--- config.mk ---
export PLATFORM = sky130hd
export DESIGN_NAME = vx_tc_bus_arb
export DESIGN_NICKNAME = d
export VERILOG_FILES = /design/src/rtl/vx_tc_pkg.sv /design/src/rtl/vx_tc_elastic_buf.sv /design/src/rtl/vx_tc_bus_arb.sv
export SDC_FILE = /design/constraint.sdc
export NUM_CORES = 1
export LEC_CHECK = 0
export ABC_CLOCK_PERIOD_IN_PS = 4200
export CORE_AREA = 2 2 582 584
export CTS_CLUSTER_SIZE = 8
export DETAILED_ROUTE_END_ITERATION = 10
export DIE_AREA = 0 0 584 586
export SLEW_MARGIN = 10
export SYNTH_ARGS = -nofsm -noshare
export SYNTH_HDL_FRONTEND = slang
export SYNTH_SLANG_ARGS = --single-unit
--- constraint.sdc ---
create_clock -name clk -period 4.2 [get_ports clk]
set_input_delay 0.63 -clock clk [delete_from_list [all_inputs] [get_ports clk]]
set_output_delay 0.63 -clock clk [all_outputs]
set_load 0.01 [all_outputs]
--- src/rtl/vx_tc_pkg.sv ---
// Shared constants and helpers for the tensor-core bus arbiter slice.
package vx_tc_pkg;

  localparam int TC_ADDR_WIDTH = 32;

  // Width of an index signal that must stay at least one bit wide.
  function automatic int clog2_min1(input int n);
    return (n > 1) ? $clog2(n) : 1;
  endfunction

  // Channel index lives in the MSBs of the merged tag, directly above the per-channel tag.
  function automatic int chan_idx_lsb(input int tag_width);
    return tag_width;
  endfunction

endpackage

--- src/rtl/vx_tc_elastic_buf.sv ---
// Two-entry elastic buffer: 1-cycle latency, full throughput, ready driven purely from state.
module vx_tc_elastic_buf #(
  parameter int WIDTH = 8
) (
  input  logic             clk,
  input  logic             reset_n,
  input  logic             in_valid,
  output logic             in_ready,
  input  logic [WIDTH-1:0] in_data,
  output logic             out_valid,
  input  logic             out_ready,
  output logic [WIDTH-1:0] out_data
);

  logic [WIDTH-1:0] mem_reg [2];
  logic             wr_ptr_reg;
  logic             rd_ptr_reg;
  logic [1:0]       count_reg;
  logic [1:0]       count_next;
  logic             in_ready_reg;
  logic             push;
  logic             pop;

  assign push      = in_valid && in_ready_reg;
  assign pop       = out_valid && out_ready;
  assign out_valid = (count_reg != 2'd0);
  assign in_ready  = in_ready_reg;
  assign out_data  = mem_reg[rd_ptr_reg];

  always_comb begin
    count_next = count_reg;
    case ({push, pop})
      2'b10:   count_next = count_reg + 2'd1;
      2'b01:   count_next = count_reg - 2'd1;
      default: count_next = count_reg;
    endcase
  end

  // Ready is registered from the next occupancy, so it stays low while reset is held.
  always_ff @(posedge clk or negedge reset_n) begin
    if (!reset_n) begin
      wr_ptr_reg   <= 1'b0;
      rd_ptr_reg   <= 1'b0;
      count_reg    <= 2'd0;
      in_ready_reg <= 1'b0;
    end else begin
      if (push) wr_ptr_reg <= ~wr_ptr_reg;
      if (pop)  rd_ptr_reg <= ~rd_ptr_reg;
      count_reg    <= count_next;
      in_ready_reg <= (count_next != 2'd2);
    end
  end

  always_ff @(posedge clk) begin
    if (push) mem_reg[wr_ptr_reg] <= in_data;
  end

endmodule

--- src/rtl/vx_tc_bus_arb.sv ---
// N-to-1 tensor-core bus arbiter: round-robin request merge with per-channel credits,
// channel index prepended to the tag, responses steered back combinationally by tag.
module vx_tc_bus_arb
  import vx_tc_pkg::*;
#(
  parameter int NUM_REQS        = 4,
  parameter int DATA_SIZE       = 32,
  parameter int ADDR_WIDTH      = TC_ADDR_WIDTH,
  parameter int TAG_WIDTH       = 4,
  parameter int MAX_OUTSTANDING = 8,
  localparam int LOG_REQS       = (NUM_REQS > 1) ? $clog2(NUM_REQS) : 0,
  localparam int OUT_TAG_W      = TAG_WIDTH + LOG_REQS
) (
  input  logic                            clk,
  input  logic                            reset_n,
  input  logic [NUM_REQS-1:0]             in_req_valid,
  input  logic [NUM_REQS*ADDR_WIDTH-1:0]  in_req_addr,
  input  logic [NUM_REQS*TAG_WIDTH-1:0]   in_req_tag,
  output logic [NUM_REQS-1:0]             in_req_ready,
  output logic [NUM_REQS-1:0]             in_rsp_valid,
  output logic [NUM_REQS*DATA_SIZE*8-1:0] in_rsp_data,
  output logic [NUM_REQS*TAG_WIDTH-1:0]   in_rsp_tag,
  input  logic [NUM_REQS-1:0]             in_rsp_ready,
  output logic                            out_req_valid,
  output logic [ADDR_WIDTH-1:0]           out_req_addr,
  output logic [OUT_TAG_W-1:0]            out_req_tag,
  input  logic                            out_req_ready,
  input  logic                            out_rsp_valid,
  input  logic [DATA_SIZE*8-1:0]          out_rsp_data,
  input  logic [OUT_TAG_W-1:0]            out_rsp_tag,
  output logic                            out_rsp_ready,
  output logic                            err_underflow
);

  localparam int CH_W     = clog2_min1(NUM_REQS);
  localparam int CNT_W    = $clog2(MAX_OUTSTANDING + 1);
  localparam int DATA_W   = DATA_SIZE * 8;
  localparam int CHAN_LSB = chan_idx_lsb(TAG_WIDTH);

  typedef struct packed {
    logic [ADDR_WIDTH-1:0] addr;
    logic [OUT_TAG_W-1:0]  tag;
  } tc_req_t;

  typedef struct packed {
    logic [DATA_W-1:0]    data;
    logic [OUT_TAG_W-1:0] tag;
  } tc_rsp_t;

  logic [CNT_W-1:0]     cnt_reg [NUM_REQS];
  logic [CH_W-1:0]      rr_reg;
  logic                 err_reg;
  logic [NUM_REQS-1:0]  eligible;
  logic [NUM_REQS-1:0]  req_fire_vec;
  logic [NUM_REQS-1:0]  rsp_fire_vec;
  logic                 grant_valid;
  logic [CH_W-1:0]      grant_idx;
  logic [CH_W-1:0]      scan_idx;
  logic                 buf_in_ready;
  logic                 req_fire;
  logic [TAG_WIDTH-1:0] sel_tag;
  logic [OUT_TAG_W-1:0] grant_tag;
  tc_req_t              grant_req;
  tc_req_t              out_req;
  tc_rsp_t              rsp;
  logic [CH_W-1:0]      rsp_ch;

  assign rsp = '{data: out_rsp_data, tag: out_rsp_tag};

  for (genvar gi = 0; gi < NUM_REQS; gi++) begin : g_chan
    assign eligible[gi]     = in_req_valid[gi] && (cnt_reg[gi] < CNT_W'(MAX_OUTSTANDING));
    assign in_req_ready[gi] = grant_valid && (grant_idx == CH_W'(gi)) && buf_in_ready;
    assign req_fire_vec[gi] = in_req_valid[gi] && in_req_ready[gi];
    assign in_rsp_valid[gi] = out_rsp_valid && (rsp_ch == CH_W'(gi));
    assign rsp_fire_vec[gi] = in_rsp_valid[gi] && in_rsp_ready[gi];
    assign in_rsp_tag[gi*TAG_WIDTH +: TAG_WIDTH] = rsp.tag[TAG_WIDTH-1:0];
    assign in_rsp_data[gi*DATA_W +: DATA_W]      = rsp.data;
  end

  // Scan from the highest offset down so the closest eligible channel after rr_reg wins.
  always_comb begin
    grant_valid = 1'b0;
    grant_idx   = '0;
    scan_idx    = '0;
    for (int k = NUM_REQS - 1; k >= 0; k--) begin
      scan_idx = CH_W'((int'(rr_reg) + k) % NUM_REQS);
      if (eligible[scan_idx]) begin
        grant_valid = 1'b1;
        grant_idx   = scan_idx;
      end
    end
  end

  assign req_fire = grant_valid && buf_in_ready;
  assign sel_tag  = in_req_tag[grant_idx*TAG_WIDTH +: TAG_WIDTH];

  if (NUM_REQS > 1) begin : g_multi
    assign grant_tag = {grant_idx, sel_tag};
    assign rsp_ch    = rsp.tag[CHAN_LSB +: LOG_REQS];
  end else begin : g_single
    assign grant_tag = sel_tag;
    assign rsp_ch    = '0;
  end

  assign grant_req     = '{addr: in_req_addr[grant_idx*ADDR_WIDTH +: ADDR_WIDTH], tag: grant_tag};
  assign out_rsp_ready = (int'(rsp_ch) < NUM_REQS) ? in_rsp_ready[rsp_ch] : 1'b0;
  assign err_underflow = err_reg;

  // Credits are taken at input accept, so buffered requests already count as outstanding.
  always_ff @(posedge clk or negedge reset_n) begin
    if (!reset_n) begin
      rr_reg  <= '0;
      err_reg <= 1'b0;
      for (int i = 0; i < NUM_REQS; i++) cnt_reg[i] <= '0;
    end else begin
      if (req_fire) rr_reg <= (grant_idx == CH_W'(NUM_REQS - 1)) ? '0 : grant_idx + 1'b1;
      for (int i = 0; i < NUM_REQS; i++) begin
        if (req_fire_vec[i] && !rsp_fire_vec[i]) begin
          cnt_reg[i] <= cnt_reg[i] + 1'b1;
        end else if (!req_fire_vec[i] && rsp_fire_vec[i]) begin
          if (cnt_reg[i] == '0) err_reg <= 1'b1;
          else                  cnt_reg[i] <= cnt_reg[i] - 1'b1;
        end
      end
    end
  end

  vx_tc_elastic_buf #(
    .WIDTH($bits(tc_req_t))
  ) u_req_buf (
    .clk       (clk),
    .reset_n   (reset_n),
    .in_valid  (grant_valid),
    .in_ready  (buf_in_ready),
    .in_data   (grant_req),
    .out_valid (out_req_valid),
    .out_ready (out_req_ready),
    .out_data  (out_req)
  );

  assign out_req_addr = out_req.addr;
  assign out_req_tag  = out_req.tag;

endmodule
==> flow_summary_export.csv, run 1 <==
group,metric,value,unit
drt,wl,197500,µm
setup_path,cp-end-kind,"flop",
hold_path,min-delay-start,"u_req_buf.count_reg[1]$_DFF_PN0_",
global_route,grt_max_degree,73,
setup_path,r2r_start,"cnt_reg[7]$_DFFE_PN0P_",
place,dp_hpwl,177500,µm
power,power.internal,4.388,mW
die,die_h,586,µm
clocking,cts.path.max_buffers,2,
synthesis,synthArstFlopShare,24.00,%
die,ios,1507,
setup_path,critical_path_class,"in2reg",
place,gp_congestion,0.7163,
power,vdd_ir_drop_max,411.6,µV
power,p_per_area,611.6,mW/mm²
timing,max_slew.worst_pin.slew,0.8944,ns
synthesis,seq_area_frac_synth,20.92,%
clocking,cts_resized,0,
timing,period_needed,3.659,ns
place,dpl.cell_count,5140,
synthesis,synth.top_cell.area_share,56.76,%
finish,layout.cells.non_filler,5165,
power,clockPowerShare,11.6,%
global_route,grt_pass1_wl,215000,µm
clocking,hold_buffers,0,
die,start_util,4.104,%
drt,vias_per_cell,1.522,
clocking,cts_buffers,9,
synthesis,ys_ff_latch,100,
power,power,8.620,mW
timing,fmax,273.3,MHz
clocking,clock_sinks,100,
setup_path,worst-endpoint-arrival,3.96,ns
global_route,antenna_found_initial,23,
drt,drt_iter0_markers,672,
run_status,status,"completed",
synthesis,synth_nets,2008,
timing,grt_setup_unrepaired,"false",
global_route,grt_usage,11.06,%
power,power_leakage,3.201,nW
timing,slew_headroom,40.37,%
drt,drc,0,
drt,wl_per_cell,38.23,µm
clocking,clk_latency,0.41,ns
power,switching_share,49.10,%
setup_path,path_max_fanout,5,
timing,setup_viol,0,
timing,post-route-period-util,87.12,%
timing,finClkSkew,0.02882,ns
die,die_x,584,µm
clocking,htreeDepth,3,
timing,drv_slew,0,
synthesis,syn_area,0.01378,mm²
global_route,grt-ovfl-total,0,
finish,post-route-cell-area,0.01409,mm²
global_route,grt_pass1_vias,7333,
finish,layout-drive-gt1-share,18.56,%
clocking,cts_tree,"yes",
clocking,root_buffer,"clkbuf_16",
synthesis,synth_top_flop_cell,"edfxtp_1",
drt,dr.pass1.iters,5,
synthesis,synth_warnings,0,
finish,syn2layout_area_growth,2.279,%
synthesis,synth_edf_count,76,
setup_path,crit_start,"in_req_valid[2]",
die,row_count,213,
setup_path,worst_ep_required_time,4.50,ns
clocking,clk_pin_slew,0.10,ns
job,max_cap_viol_count,0,
drt,postRouteAntennaNets,0,
power,combPwrFrac,63.5,%
drt,detailroute.via_count,7861,
place,io_buffers,206,
timing,finalSetupTns,0,ns
die,die_area,0.3422,mm²
finish,largest_reg_flops,76,
synthesis,syn_area_per_cell,8.806,µm²
synthesis,synth_area_leader_cell,"buf_4",
power,p_sw,4.232,mW
clocking,post-cts-setup-buffer-count,0,
die,coreArea,0.3358,mm²
synthesis,synth_area_leaders,"buf_4 57%, edfxtp_1 17%, a32oi_1 4.6%",
setup_path,cp-start-kind,"primary input",
synthesis,synthCells,1565,
synthesis,synth.distinct_cells,46,
hold_path,hp-class,"reg2reg",
place,placed_cell_area,0.01377,mm²
power,p_seq_share,24.9,%
timing,finalHoldViolations,0,
finish,nNetsFinal,1187,
[cells in the final DEF (no fill, tap or decap), drive strengths merged, types with 5 or more instances in the layout]
cell             n
a21oi            5
a32oi           72
and2             6
and3             5
buf             53
clkbuf          10
clkdlybuf4s50  199
dfrtp           24
diode            9
edfxtp          76
ha              21
inv             19
mux2            46
nand2           20
nand3           37
nor2            20
o21ai           80
or2              6
xnor2            7
[final cells by class]
| class | count | area (µm²) |
|---|---|---|
| inverters | 15 | 56.30 |
| multi-input cells | 366 | 2809 |
| flip-flops and latches | 100 | 2884 |
| repair buffers | 252 | 2502 |
| well taps | 4407 | 5514 |
| clock inverters | 6 | 77.57 |
| clock buffers | 10 | 229.0 |
| diodes | 9 | 22.52 |
| fillers | 39770 | 321700 |
[routing by layer]
layer  up-vias  share of wire, %  GRT usage, %
li1       2511                 -             -
met1      3155                15         4.806
met2      1947                45         17.64
met3       232                35         17.90
met4        16               4.3         4.520
met5         -              0.38         1.653
[per-stage QoR]
stage	util, %	worst slack (ns)	hold slack, ns
after floorplan	-	0.6376	0.3344
after global placement	4.099	0.07159	0.4738
after detailed placement	4.099	0.1248	0.4803
after CTS	4.191	0.5793	0.4990
after global routing	4.194	0.3711	0.5238
final	4.197	0.5408	0.4890
[worst max-delay path, cell delays in order]
cell,delay [ns]
clkdlybuf4s50_1,0.53
or3b_2,0.51
o311ai_4,0.13
nand2_1,0.15
inv_1,0.13
ha_1,0.19
and3_1,0.21
ha_1,0.20
inv_1,0.10
ha_1,0.27
a21o_1,0.17
a21oi_1,0.18
mux2i_1,0.21
mux2_2,0.34
[final timing paths]
kind                                                         end  cells past startpoint  slack [ns]
worst max-delay path                      cnt_reg[3]$_DFFE_PN0P_                     14        0.54
worst min-delay path            u_req_buf.count_reg[1]$_DFF_PN0_                      1        0.49
worst max register to register            cnt_reg[3]$_DFFE_PN0P_                     13        0.81
worst min register to register  u_req_buf.count_reg[1]$_DFF_PN0_                      1        0.49
max in group asynchronous                 cnt_reg[4]$_DFFE_PN0P_                      2        3.32
min in group asynchronous       u_req_buf.rd_ptr_reg$_DFFE_PN0P_                      2        0.60
[power by group through the flow]
| stage | combinational [mW] | sequential (mW) | clock [mW] |
|---|---|---|---|
| after floorplan | 3.42 | 2.05 | 0 |
| after global routing | 5.98 | 2.22 | 1.08 |
| after global placement | 5.76 | 2.16 | 0 |
| after CTS | 5.79 | 2.16 | 1.08 |
| after detailed placement | 5.77 | 2.18 | 0 |
| final | 5.47 | 2.15 | 1.00 |
[cells by family (layout without fill, tap and decap cells)]
kind of cell	count (synthesis)	count (layout)	share of synthesized area [%]
and+or+nand+nor	113	113	4.322
DFF	100	100	20.92
AOI/OAI and AO/OA	168	168	8.616
adders and majority gates	25	25	2.488
buffers and inverters	1099	283	58.87
muxes	51	51	4.213
xor gates and xnor gates	9	9	0.5720
other	0	9	0
[Yosys cell counts, types with 2 or more instances]
library cell,n
nand2_1,19
xor2_1,2
ha_1,21
a21o_1,4
buf_6,8
nor2_1,20
buf_4,1042
inv_2,5
a21oi_1,5
or4_1,4
mux2_2,46
o21ai_1,8
and2_1,6
inv_1,10
dfrtp_1,24
fa_1,4
o21ai_0,72
clkbuf_1,20
nand3_1,37
edfxtp_1,76
mux2i_1,4
nor2b_1,4
buf_2,13
nor3b_1,3
a32oi_1,72
nand2b_1,2
or2_2,5
xnor2_1,7
and3_1,5
(Power assumes the default switching activity.)
==> run 2, diff against run 1 <==
Settings changed: PLACE_DENSITY set to 0.3, SLEW_MARGIN 10 to unset.
==> flow_summary_export.csv, run 2 (same netlist as run 1, synthesis figures left out) <==
group,metric,value,unit
setup_path,slowest_stage,"clkdlybuf4s50_1",
global_route,grtUsageMet1,3.758,%
timing,drv_slew,0,
setup_path,max_stage_delay,0.55,ns
setup_path,r2r_cells,13,
clocking,clock_sinks,100,
finish,layout.cells.non_filler,5172,
clocking,cts_buffers,9,
power,power_leakage,3.234,nW
timing,fmax,270.9,MHz
run_status,status,"completed",
setup_path,r2r_start,"rr_reg[0]$_DFFE_PN0P_",
die,coreArea,0.3358,mm²
finish,post-route-cell-area,0.01412,mm²
drt,detailroute.via_count,7530,
global_route,grt_pass1_vias,7559,
setup_path,cp-start-kind,"primary input",
drt,drt_iter0_markers,354,
clocking,clk_latency,0.38,ns
hold_path,hp-class,"reg2reg",
drt,wl_per_cell,26.35,µm
die,die_area,0.3422,mm²
setup_path,path_cells,"clkdlybuf4s50_1 -> or3b_2 -> o311ai_4 -> nand2_1 -> buf_4 -> ha_1 -> buf_4 -> and2_1 -> clkdlybuf4s50_1",
die,row_count,213,
timing,finClkSkew,0.01929,ns
drt,vias_per_cell,1.456,
global_route,met3_usage,10.53,%
place,dp_hpwl,123500,µm
setup_path,r2r-end,"cnt_reg[11]$_DFFE_PN0P_",
clocking,htreeDepth,3,
clocking,cts_resized,0,
finish,largest_reg_flops,76,
place,gp_congestion,0.7441,
die,die_h,586,µm
finish,syn2layout_area_growth,2.461,%
finish,final_common_cell,"clkdlybuf4s50_1",
setup_path,rrSetupSlack,0.93,ns
setup_path,path_max_fanout,5,
global_route,grt-ovfl-total,0,
global_route,antenna_found_initial,3,
timing,slew_headroom,27.63,%
drt,wl,136300,µm
global_route,grt_max_degree,62,
timing,setup_ws,0.5091,ns
power,vdd_ir_drop_max,428.3,µV
drt,drc,0,
drt,postRouteAntennaNets,0,
place,placed_cell_area,0.01382,mm²
clocking,cts_tree,"yes",
place,dpl.cell_count,5154,
timing,max_slew.worst_pin.slew,1.086,ns
clocking,post-cts-setup-buffer-count,0,
setup_path,critPathTopFamily,"buffers and inverters",
hold_path,hold_depth,1,
setup_path,critical_path_class,"in2out",
die,ios,1507,
timing,setup_viol,0,
clocking,cts.path.max_buffers,2,
drt,dr.pass1.iters,4,
setup_path,worst_ep_required_time,3.57,ns
job,max_cap_viol_count,0,
hold_path,holdPathEnd,"u_req_buf.count_reg[1]$_DFF_PN0_",
setup_path,crit_start,"in_req_valid[2]",
hold_path,min-delay-start,"u_req_buf.count_reg[1]$_DFF_PN0_",
timing,finalSetupTns,0,ns
clocking,root_buffer,"clkbuf_16",
timing,finalHoldViolations,0,
global_route,grt_usage,7.506,%
setup_path,worst-endpoint-arrival,3.06,ns
timing,grt_setup_unrepaired,"false",
finish,nNetsFinal,1201,
setup_path,cp-end-kind,"primary output",
place,io_buffers,206,
global_route,top_usage_layer,"met2",
die,start_util,4.104,%
setup_path,crit_buf_inv,4,
timing,post-route-period-util,87.88,%
finish,n_fill_cell,39800,
die,die_x,584,µm
clocking,clk_pin_slew,0.07,ns
finish,final_cell_mix,"204 x clkdlybuf4s50_1, 76 x edfxtp_1, 72 x o21ai_0, 72 x a32oi_1, 58 x buf_4",
global_route,grt_pass1_wl,153200,µm
finish,layout-drive-gt1-share,19.53,%
timing,period_needed,3.691,ns
global_route,grtUsageMet2,12.74,%
finish,fin_util,4.205,%
place,dp_worst_setup_slack,0.1113,ns
clocking,hold_buffers,0,
power,p_per_area,533.4,mW/mm²
-- run 2: final cells by class --
type                    instances  area, µm²  area share [%]
well taps                    4407       5514           39.05
flip-flops and latches        100       2884           20.43
multi-input cells             366       2809           19.89
repair buffers                266       2557           18.11
clock buffers                   9      225.2           1.595
clock inverters                 7      68.82          0.4874
inverters                      15      56.30          0.3988
diodes                          2      5.005         0.03545
-- run 2: through the flow --
| step | total power, mW | hold WS, ns |
|---|---|---|
| after floorplan | 5.476 | 0.3344 |
| after global placement | 6.794 | 0.4721 |
| after detailed placement | 6.792 | 0.4776 |
| after CTS | 7.697 | 0.4889 |
| after global routing | 8.062 | 0.4960 |
| final | 7.531 | 0.4831 |
-- run 2: routing by layer --
metal	vias to the layer above	routed length (µm)
met1	3140	24910
met3	160	40790
met5	-	884
li1	2523	-
met4	17	4855
met2	1690	64830
-- run 2: power breakdown --
| group | switching (mW) | total (mW) | internal [mW] |
|---|---|---|---|
| logic | 2.57 | 4.54 | 1.97 |
| clock network | 0.435 | 0.852 | 0.417 |
| registers | 0.265 | 2.14 | 1.88 |
-- run 2: worst max path at each step --
stage                                  end  slack, ns  cells past startpoint
floorplan           cnt_reg[3]$_DFFE_PN0P_       0.64                     14
global placement    cnt_reg[7]$_DFFE_PN0P_       0.11                     16
detailed placement  cnt_reg[7]$_DFFE_PN0P_       0.11                     16
CTS                        in_req_ready[1]       0.45                     11
global route               in_req_ready[1]       0.36                     11
finish                     in_req_ready[1]       0.51                      9
